[config.mk]
export PLATFORM = sky130hd
export DESIGN_NAME = fpa_op_sequencer
export DESIGN_NICKNAME = d
export VERILOG_FILES = /design/src/rtl/fpa_pkg.sv /design/src/rtl/fpa_op_fifo.sv /design/src/rtl/fpa_op_sequencer.sv
export SDC_FILE = /design/constraint.sdc
export NUM_CORES = 1
export LEC_CHECK = 0
export CORE_MARGIN = 5
export CORE_UTILIZATION = 57
export DETAILED_ROUTE_END_ITERATION = 8
export PLACE_DENSITY = 0.84
export SYNTH_ARGS = -nofsm -noshare
export SYNTH_HDL_FRONTEND = slang
export SYNTH_SLANG_ARGS = --single-unit
[constraint.sdc]
create_clock -name clk -period 4 [get_ports clk]
set_input_delay 1.2 -clock clk [delete_from_list [all_inputs] [get_ports clk]]
set_output_delay 1.2 -clock clk [all_outputs]
set_load 0.02 [all_outputs]
[src/rtl/fpa_pkg.sv]
// Shared FP8 field layout, exception code and sequencer state encoding
// for the FP8 adder issue stage.
package fpa_pkg;

    localparam int FP8_W  = 8;
    localparam int EXP_W  = 4;
    localparam int MANT_W = 3;
    localparam int EXC_W  = 4;

    localparam logic [EXC_W-1:0] EXC_TIMEOUT = 4'hF;

    // sign[7], exponent[6:3], mantissa[2:0]
    typedef struct packed {
        logic              sign;
        logic [EXP_W-1:0]  exp;
        logic [MANT_W-1:0] mant;
    } fp8_t;

    typedef struct packed {
        fp8_t a;
        fp8_t b;
    } fp8_pair_t;

    typedef enum logic [1:0] {
        S_IDLE,
        S_ISSUE,
        S_WAIT,
        S_HOLD
    } seq_state_e;

endpackage

[src/rtl/fpa_op_fifo.sv]
// Operand-pair FIFO: power-of-two depth, pointers wrap naturally.
module fpa_op_fifo
    import fpa_pkg::*;
#(
    parameter int DEPTH = 4
) (
    input  logic                   clk_i,
    input  logic                   rst_ni,
    input  logic                   push_i,
    input  logic                   pop_i,
    input  fp8_pair_t              wdata_i,
    output fp8_pair_t              rdata_o,
    output logic                   full_o,
    output logic                   empty_o,
    output logic [$clog2(DEPTH):0] count_o
);

    localparam int AW = $clog2(DEPTH);
    localparam logic [AW:0] FULL_CNT = (AW+1)'(DEPTH);

    fp8_pair_t     mem_q [DEPTH];
    logic [AW-1:0] wr_ptr_q, wr_ptr_d;
    logic [AW-1:0] rd_ptr_q, rd_ptr_d;
    logic [AW:0]   count_q, count_d;
    logic          push_ok, pop_ok;

    assign full_o  = (count_q == FULL_CNT);
    assign empty_o = (count_q == '0);
    assign push_ok = push_i && !full_o;
    assign pop_ok  = pop_i && !empty_o;
    assign rdata_o = mem_q[rd_ptr_q];
    assign count_o = count_q;

    always_comb begin
        wr_ptr_d = wr_ptr_q;
        rd_ptr_d = rd_ptr_q;
        count_d  = count_q;
        if (push_ok) wr_ptr_d = wr_ptr_q + 1'b1;
        if (pop_ok)  rd_ptr_d = rd_ptr_q + 1'b1;
        case ({push_ok, pop_ok})
            2'b10:   count_d = count_q + 1'b1;
            2'b01:   count_d = count_q - 1'b1;
            default: count_d = count_q;
        endcase
    end

    always_ff @(posedge clk_i or negedge rst_ni) begin
        if (!rst_ni) begin
            wr_ptr_q <= '0;
            rd_ptr_q <= '0;
            count_q  <= '0;
        end else begin
            wr_ptr_q <= wr_ptr_d;
            rd_ptr_q <= rd_ptr_d;
            count_q  <= count_d;
        end
    end

    always_ff @(posedge clk_i) begin
        if (push_ok) mem_q[wr_ptr_q] <= wdata_i;
    end

endmodule

[src/rtl/fpa_op_sequencer.sv]
// Issue stage for the FP8 adder: buffers operand pairs, starts one add at
// a time, and holds each result (or watchdog abort) until consumed.
module fpa_op_sequencer
    import fpa_pkg::*;
#(
    parameter int DEPTH   = 4,
    parameter int TIMEOUT = 31
) (
    input  logic                   clk,
    input  logic                   clr,
    input  logic                   in_valid,
    output logic                   in_ready,
    input  logic [FP8_W-1:0]       in_a,
    input  logic [FP8_W-1:0]       in_b,
    output logic [FP8_W-1:0]       fpa_a,
    output logic [FP8_W-1:0]       fpa_b,
    output logic                   fpa_start,
    input  logic                   fpa_done,
    input  logic [FP8_W-1:0]       fpa_ans,
    input  logic [EXC_W-1:0]       fpa_except,
    output logic                   out_valid,
    input  logic                   out_ready,
    output logic [FP8_W-1:0]       out_ans,
    output logic [EXC_W-1:0]       out_except,
    output logic                   out_timeout,
    output logic                   busy,
    output logic [$clog2(DEPTH):0] count
);

    localparam logic [7:0] TO_LIM = 8'(TIMEOUT);

    seq_state_e       state_q, state_d;
    fp8_pair_t        opnd_q, opnd_d;
    logic [7:0]       timer_q, timer_d, timer_inc;
    logic [FP8_W-1:0] ans_q, ans_d;
    logic [EXC_W-1:0] exc_q, exc_d;
    logic             tmo_q, tmo_d;
    fp8_pair_t        fifo_head;
    logic             fifo_full, fifo_empty;

    fpa_op_fifo #(
        .DEPTH (DEPTH)
    ) u_fifo (
        .clk_i   (clk),
        .rst_ni  (clr),
        .push_i  (in_valid),
        .pop_i   (state_q == S_IDLE),
        .wdata_i ({in_a, in_b}),
        .rdata_o (fifo_head),
        .full_o  (fifo_full),
        .empty_o (fifo_empty),
        .count_o (count)
    );

    always_comb begin
        state_d   = state_q;
        opnd_d    = opnd_q;
        timer_d   = timer_q;
        ans_d     = ans_q;
        exc_d     = exc_q;
        tmo_d     = tmo_q;
        timer_inc = timer_q + 8'd1;
        case (state_q)
            S_IDLE: begin
                if (!fifo_empty) begin
                    opnd_d  = fifo_head;
                    state_d = S_ISSUE;
                end
            end
            S_ISSUE: begin
                timer_d = '0;
                state_d = S_WAIT;
            end
            S_WAIT: begin
                timer_d = timer_inc;
                // A done in the final allowed cycle still wins over abort
                if (fpa_done) begin
                    ans_d   = fpa_ans;
                    exc_d   = fpa_except;
                    tmo_d   = 1'b0;
                    state_d = S_HOLD;
                end else if (timer_inc == TO_LIM) begin
                    ans_d   = '0;
                    exc_d   = EXC_TIMEOUT;
                    tmo_d   = 1'b1;
                    state_d = S_HOLD;
                end
            end
            S_HOLD: begin
                if (out_ready) state_d = S_IDLE;
            end
            default: state_d = S_IDLE;
        endcase
    end

    always_ff @(posedge clk or negedge clr) begin
        if (!clr) begin
            state_q <= S_IDLE;
            opnd_q  <= '0;
            timer_q <= '0;
            ans_q   <= '0;
            exc_q   <= '0;
            tmo_q   <= 1'b0;
        end else begin
            state_q <= state_d;
            opnd_q  <= opnd_d;
            timer_q <= timer_d;
            ans_q   <= ans_d;
            exc_q   <= exc_d;
            tmo_q   <= tmo_d;
        end
    end

    assign in_ready    = !fifo_full;
    assign fpa_a       = opnd_q.a;
    assign fpa_b       = opnd_q.b;
    assign fpa_start   = (state_q == S_ISSUE);
    assign out_valid   = (state_q == S_HOLD);
    assign busy        = (state_q != S_IDLE);
    assign out_ans     = ans_q;
    assign out_except  = exc_q;
    assign out_timeout = tmo_q;

endmodule
---- Yosys cells after proc, flatten, opt, wreduce, memory -nomap -nowiden ----
Memory sizes are Yosys's and may differ from the RTL's. A register that Yosys moved wholly into a read port is not among the register bits.
Cells that the tools add are included.
storage, ports and cells
  register bits after elaboration ......... 30
  latch bits .............................. 0
  RAM bits ................................ 64
  memory bits (read-only) ................. 0
  bits of input ports ..................... 33
  output and inout port bits .............. 36
  memories kept ........................... 1
cells by class
  add/subtract/negate cells ............... 5
  multiply operators ...................... 0
  divide/modulo/power cells ............... 0
  $lt $le $gt $ge ......................... 0
  equality and inequality tests ........... 10
  shifts and indexed selects .............. 0
  muxes and demuxes ....................... 15
  bitwise logic cells ..................... 1
  reductions and logical operators ........ 14
memory list
  memory        depth  bits a word  read ports  clocked after memory_dff  wr ports  line               text
  u_fifo.mem_q  4      16           1           1                         1         fpa_op_fifo.sv:21  fp8_pair_t mem_q [DEPTH];
operators by type and width
  operator                                                                number
  8-bit 2-to-1 mux                                                        2
  8-bit case mux with 2 select lines                                      1
  8-bit by 1-bit adder with 8-bit output (second input constant)          1
  8-bit by 5-bit equality test with 1-bit output (second input constant)  1
  2-bit 2-to-1 mux                                                        4
  4-bit 2-to-1 mux                                                        2
  2-bit case mux with 4 select lines                                      1
  2-bit nonzero test                                                      4
  2-bit equality test (second input constant)                             3
  3-bit case mux with 2 select lines                                      1
  2-bit by 1-bit adder with 2-bit output (second input constant)          2
  2-bit by 1-bit equality test with 1-bit output (second input constant)  2
  1-bit 2-to-1 mux                                                        4
  2-bit AND reduction                                                     2
  3-bit by 1-bit adder with 3-bit output (second input constant)          1
  3-bit equality test (second input constant)                             1
  1-bit logical NOT                                                       3
  3-bit logical NOT                                                       1
  3-bit != test (second input constant)                                   1
  3-bit AND reduction                                                     1
  3-bit by 1-bit subtractor with 3-bit output (second input constant)     1
  1-bit logical AND                                                       2
  2-bit logical NOT                                                       1
  2-bit by 1-bit != test with 1-bit output (second input constant)        1
  other kinds (2)                                                         2

---- Depth between registers and ports, before layout ----
  depth in word-level cells ............... 5
  gate-level depth with buffers ........... 11

---- Cells and area by module ----
Synthesis repeated with hierarchy kept, for this count alone.
unflattened totals
  cell total of the unflattened synthesis .. 307
  area, all modules ....................... 4699.5 um^2
modules (own cells, without submodules)
  module            instances  cells an instance  area each (um^2)  sequential area each (um^2)
  fpa_op_fifo       1          121                2775.2            2097.0
  fpa_op_sequencer  1          186                1924.3            975.9

---- Worst setup path before layout ----
OpenSTA, ideal clock, no wires.
  path type ............................... in2reg
  from .................................... in in_valid
  to ...................................... reg u_fifo.count_q[2], in the netlist u_fifo.count_o[2]
  setup time .............................. 80 ps
  arrival time ............................ 2364 ps
  path slack .............................. 1556 ps
  stages on the path ...................... 8
  buffers on the path ..................... 0
  cell sequence ........................... and2_1 > inv_1 > ha_1 > inv_1 > fa_1 > xor2_1 > nor2_1 > xor2_1
on the way
  cells in the longest elaborated chain, start to end .. 3
ends and longest elaborated chain
  what                                                                                   line                    text
  start, declared                                                                        fpa_op_sequencer.sv:11  input logic in_valid,
  1-bit logical AND *                                                                    fpa_op_fifo.sv:29       assign push_ok = push_i && !full_o;
  2-bit by 1-bit equality test with 1-bit output or 2-bit equality test (tied branches)  fpa_op_fifo.sv:40       case ({push_ok, pop_ok})
  3-bit case mux with 2 select lines or 2-bit nonzero test (tied branches)               n/a
  end signal, assigned                                                                   fpa_op_fifo.sv:55       count_q <= count_d;
  end, declared                                                                          fpa_op_fifo.sv:24       logic [AW:0] count_q, count_d;
Every way passes the cells marked *; elsewhere a longest branch is shown, timed or not.
A chain may end at the register's enable or synchronous reset.

---- Final worst setup path ----
  from .................................... reg state_q[0]
  to ...................................... out busy
on the way
  cells in the longest elaborated chain, start to end .. 1
ends and longest elaborated chain
  what                    line                     text
  start, declared         fpa_op_sequencer.sv:32   seq_state_e state_q, state_d;
  start signal, assigned  fpa_op_sequencer.sv:105  state_q <= state_d;
  2-bit nonzero test      fpa_op_sequencer.sv:119  assign busy = (state_q != S_IDLE);
  end, declared           fpa_op_sequencer.sv:26   output logic busy,
Every way passes these cells.

==> run metrics <==
status finished clean; dominant cell type by area after synthesis edfxtp_1; Final Non-Filler Cells 438; r2r startpoint state_q[0]$_DFFE_PN0P_; Netlist Area Pre-Place 4440 sq um; Crit. End Element primary output; slowest stage delay, CP 0.59 ns; Initial DRC Count 109; max_cap viols 0; grt met1 use 22.5%; DIE HEIGHT 98.3 um; Tcrit/Tclk final 74.6%; initial antenna violation count 0; Setup Fix Bufs, Post-CTS 0; DRC violations left 0; Reg clk slew, reported paths 0.11 ns; gr busiest metal met2; post-cts resize count 0; post-place setup slack 0.907 ns; Seq/Total Area, Yosys 69.1%; min Tclk post-route 2.98 ns; hold buffers post-CTS 0; Arr. time, crit path 1.78 ns; Avg Vias per Cell 5.53; Initial Util 58.1%; Post-DRT Antenna Nets 0; Cell Pwr Density 753 nW/um^2; Max IR drop VDD 405 uV; EDFF count, synth 64; worst hold path class reg -> reg; Synth Instances 261; DR WL/cell 18.3 um; vias in the first global route 2627; Pleak 2.04 nW; CTS root buf clkbuf_8; routed wire length 8.00 mm; global-route wire length before repair 13.2 mm; nets@finish 377; most numerous cell in the Yosys netlist edfxtp_1; Critical Path Most Common Cell inv_1; met2 usage 29.9%; final hold vios 0; met3 Resource Use GR 4.64%; die area 9660 sq um; syn_area_per_cell 17.0 sq um; worst skew pair latency 0.37 ns; # H-tree levels 3; Slew HR 28.8%; Inst Count DP 422; Syn. warnings 0; largest cells by area after synthesis edfxtp_1 (43%), dfrtp_1 (26%), mux4_2 (8.1%); Top Ports 69; gr ovfl total 0; final slew viol count 0; DP HPWL 5.39 mm; CP top delay family buffers and inverters; GRT Total Usage 17.6%; fill count 484; CTS tree done; ys flop type edfxtp_1; Inserted Diodes 0; Worst-Margin Slew 1.07 ns; Seq cells post-synth 110; # port buffers 68; layout cells sized above 1 16.7%; row cnt 32; Die X 98.3 um; worst setup path startpoint state_q[0]$_DFFE_PN0P_; Setup CP Type reg -> out; Slowest cell on crit path clkdlybuf4s50_1; RSZ-0062 raised after global routing no; Netlist cell types 40; max frequency 335 MHz; crit start category flip-flop; critical-path cell list inv_1 -> ha_1 -> inv_1 -> clkdlybuf4s50_1; Hold Crit Start out_except[1]$_DFFE_PN0P_; post-synth net total 307; core box area 7650 sq um; DR vias 2424; Synth-to-Final Area Change 21.9%; clk sinks 110; asr flop ratio synth 41.8%; final setup fails 0; TritonCTS Buffers 9; Final Cell Area 5420 sq um; Power, Total 4.08 mW; PnR worst setup slack 1.02 ns; Required @ worst endpoint 2.80 ns; Commonest cells post-synth edfxtp_1 (64), dfrtp_1 (46), inv_1 (17), mux2_2 (16), mux4_2 (16); Area after DPL 5200 sq um; DR pass1 iterations 4; clock skew 0.0197 ns; CP max FO 4; top cell type's share of synthesized area 43.2%; final RePlAce weighted congestion 0.735; largest net degree at the start of global routing 47; WP buf/inv 3; setup_tns 0 ns; maximum clock path buffer count 2
## layout make-up
type	instances	area, sq um	share of cell area [%]
clock inverters	7	91.3	1.69
clock buffers	9	124	2.29
repair buffers	68	676	12.5
flip-flops and latches	110	3070	56.7
inverters	18	67.6	1.25
multi-input cells	124	1260	23.2
well taps	102	128	2.36
## final timing paths
| kind | to | cells after the start | slack [ns] |
|---|---|---|---|
| worst max-delay path | busy | 4 | 1.02 |
| worst min-delay path | out_except[1]$_DFFE_PN0P_ | 1 | 0.50 |
| worst max register to register | u_fifo.count_o[2]$_DFFE_PN0P_ | 10 | 1.54 |
| worst min register to register | out_except[1]$_DFFE_PN0P_ | 1 | 0.50 |
| max in group asynchronous | u_fifo.count_o[0]$_DFFE_PN0P_ | 1 | 2.35 |
| min in group asynchronous | fpa_a[5]$_DFFE_PN0P_ | 1 | 1.00 |
## state kept, by name, summed over array words and instances, names as in the netlist
signal / cells
u_fifo.wr_ptr_q: 2
out_ans: 8
u_fifo.rd_ptr_q: 2
out_except: 4
state_q: 2
fpa_b: 8
out_timeout: 1
u_fifo.count_o: 3
timer_q: 8
u_fifo.mem_q: 64
fpa_a: 8
## metrics by stage
stage | hold WS [ns] | utilization, %
floorplan | 0.512 | -
global placement | 0.469 | 68.0
detailed placement | 0.477 | 68.0
CTS | 0.503 | 70.8
global route | 0.520 | 70.8
finish | 0.497 | 70.8
## routing by layer
layer	part of all wire, %	vias up	wire length (um)
met5	0	-	0
met4	0.83	0	66
met3	5.1	6	411
met2	53	70	4200
met1	42	1226	3320
li1	-	1122	-
## where the power goes
group / internal [mW] / switching [mW]
sequential: 1.55 / 0.235
combinational: 0.826 / 0.785
clock: 0.261 / 0.425
total: 2.64 / 1.45
## cell families after synthesis
group                    share of synthesized area, %
AO/OA/AOI/OAI                                    4.87
XOR/XNOR                                         1.58
adder cells (fa/ha/maj)                          3.83
buffers and inverters                            2.56
flip-flops                                       69.1
multiplexers                                     13.1
AND/OR/NAND/NOR                                  4.93
## placed cells by master, fill, tap and decap left out, types with 5 or more instances in the layout
master,synthesis,routed
and3_1,5,5
xnor2_1,6,6
a22o_1,8,8
nand2_1,11,11
nand3_1,6,6
clkbuf_8,0,9
mux2_2,16,16
ha_1,12,12
clkdlybuf4s50_1,0,67
mux4_2,16,16
edfxtp_1,64,64
o21ai_0,8,8
inv_1,17,17
dfrtp_1,46,46
(Power assumes the default switching activity.)
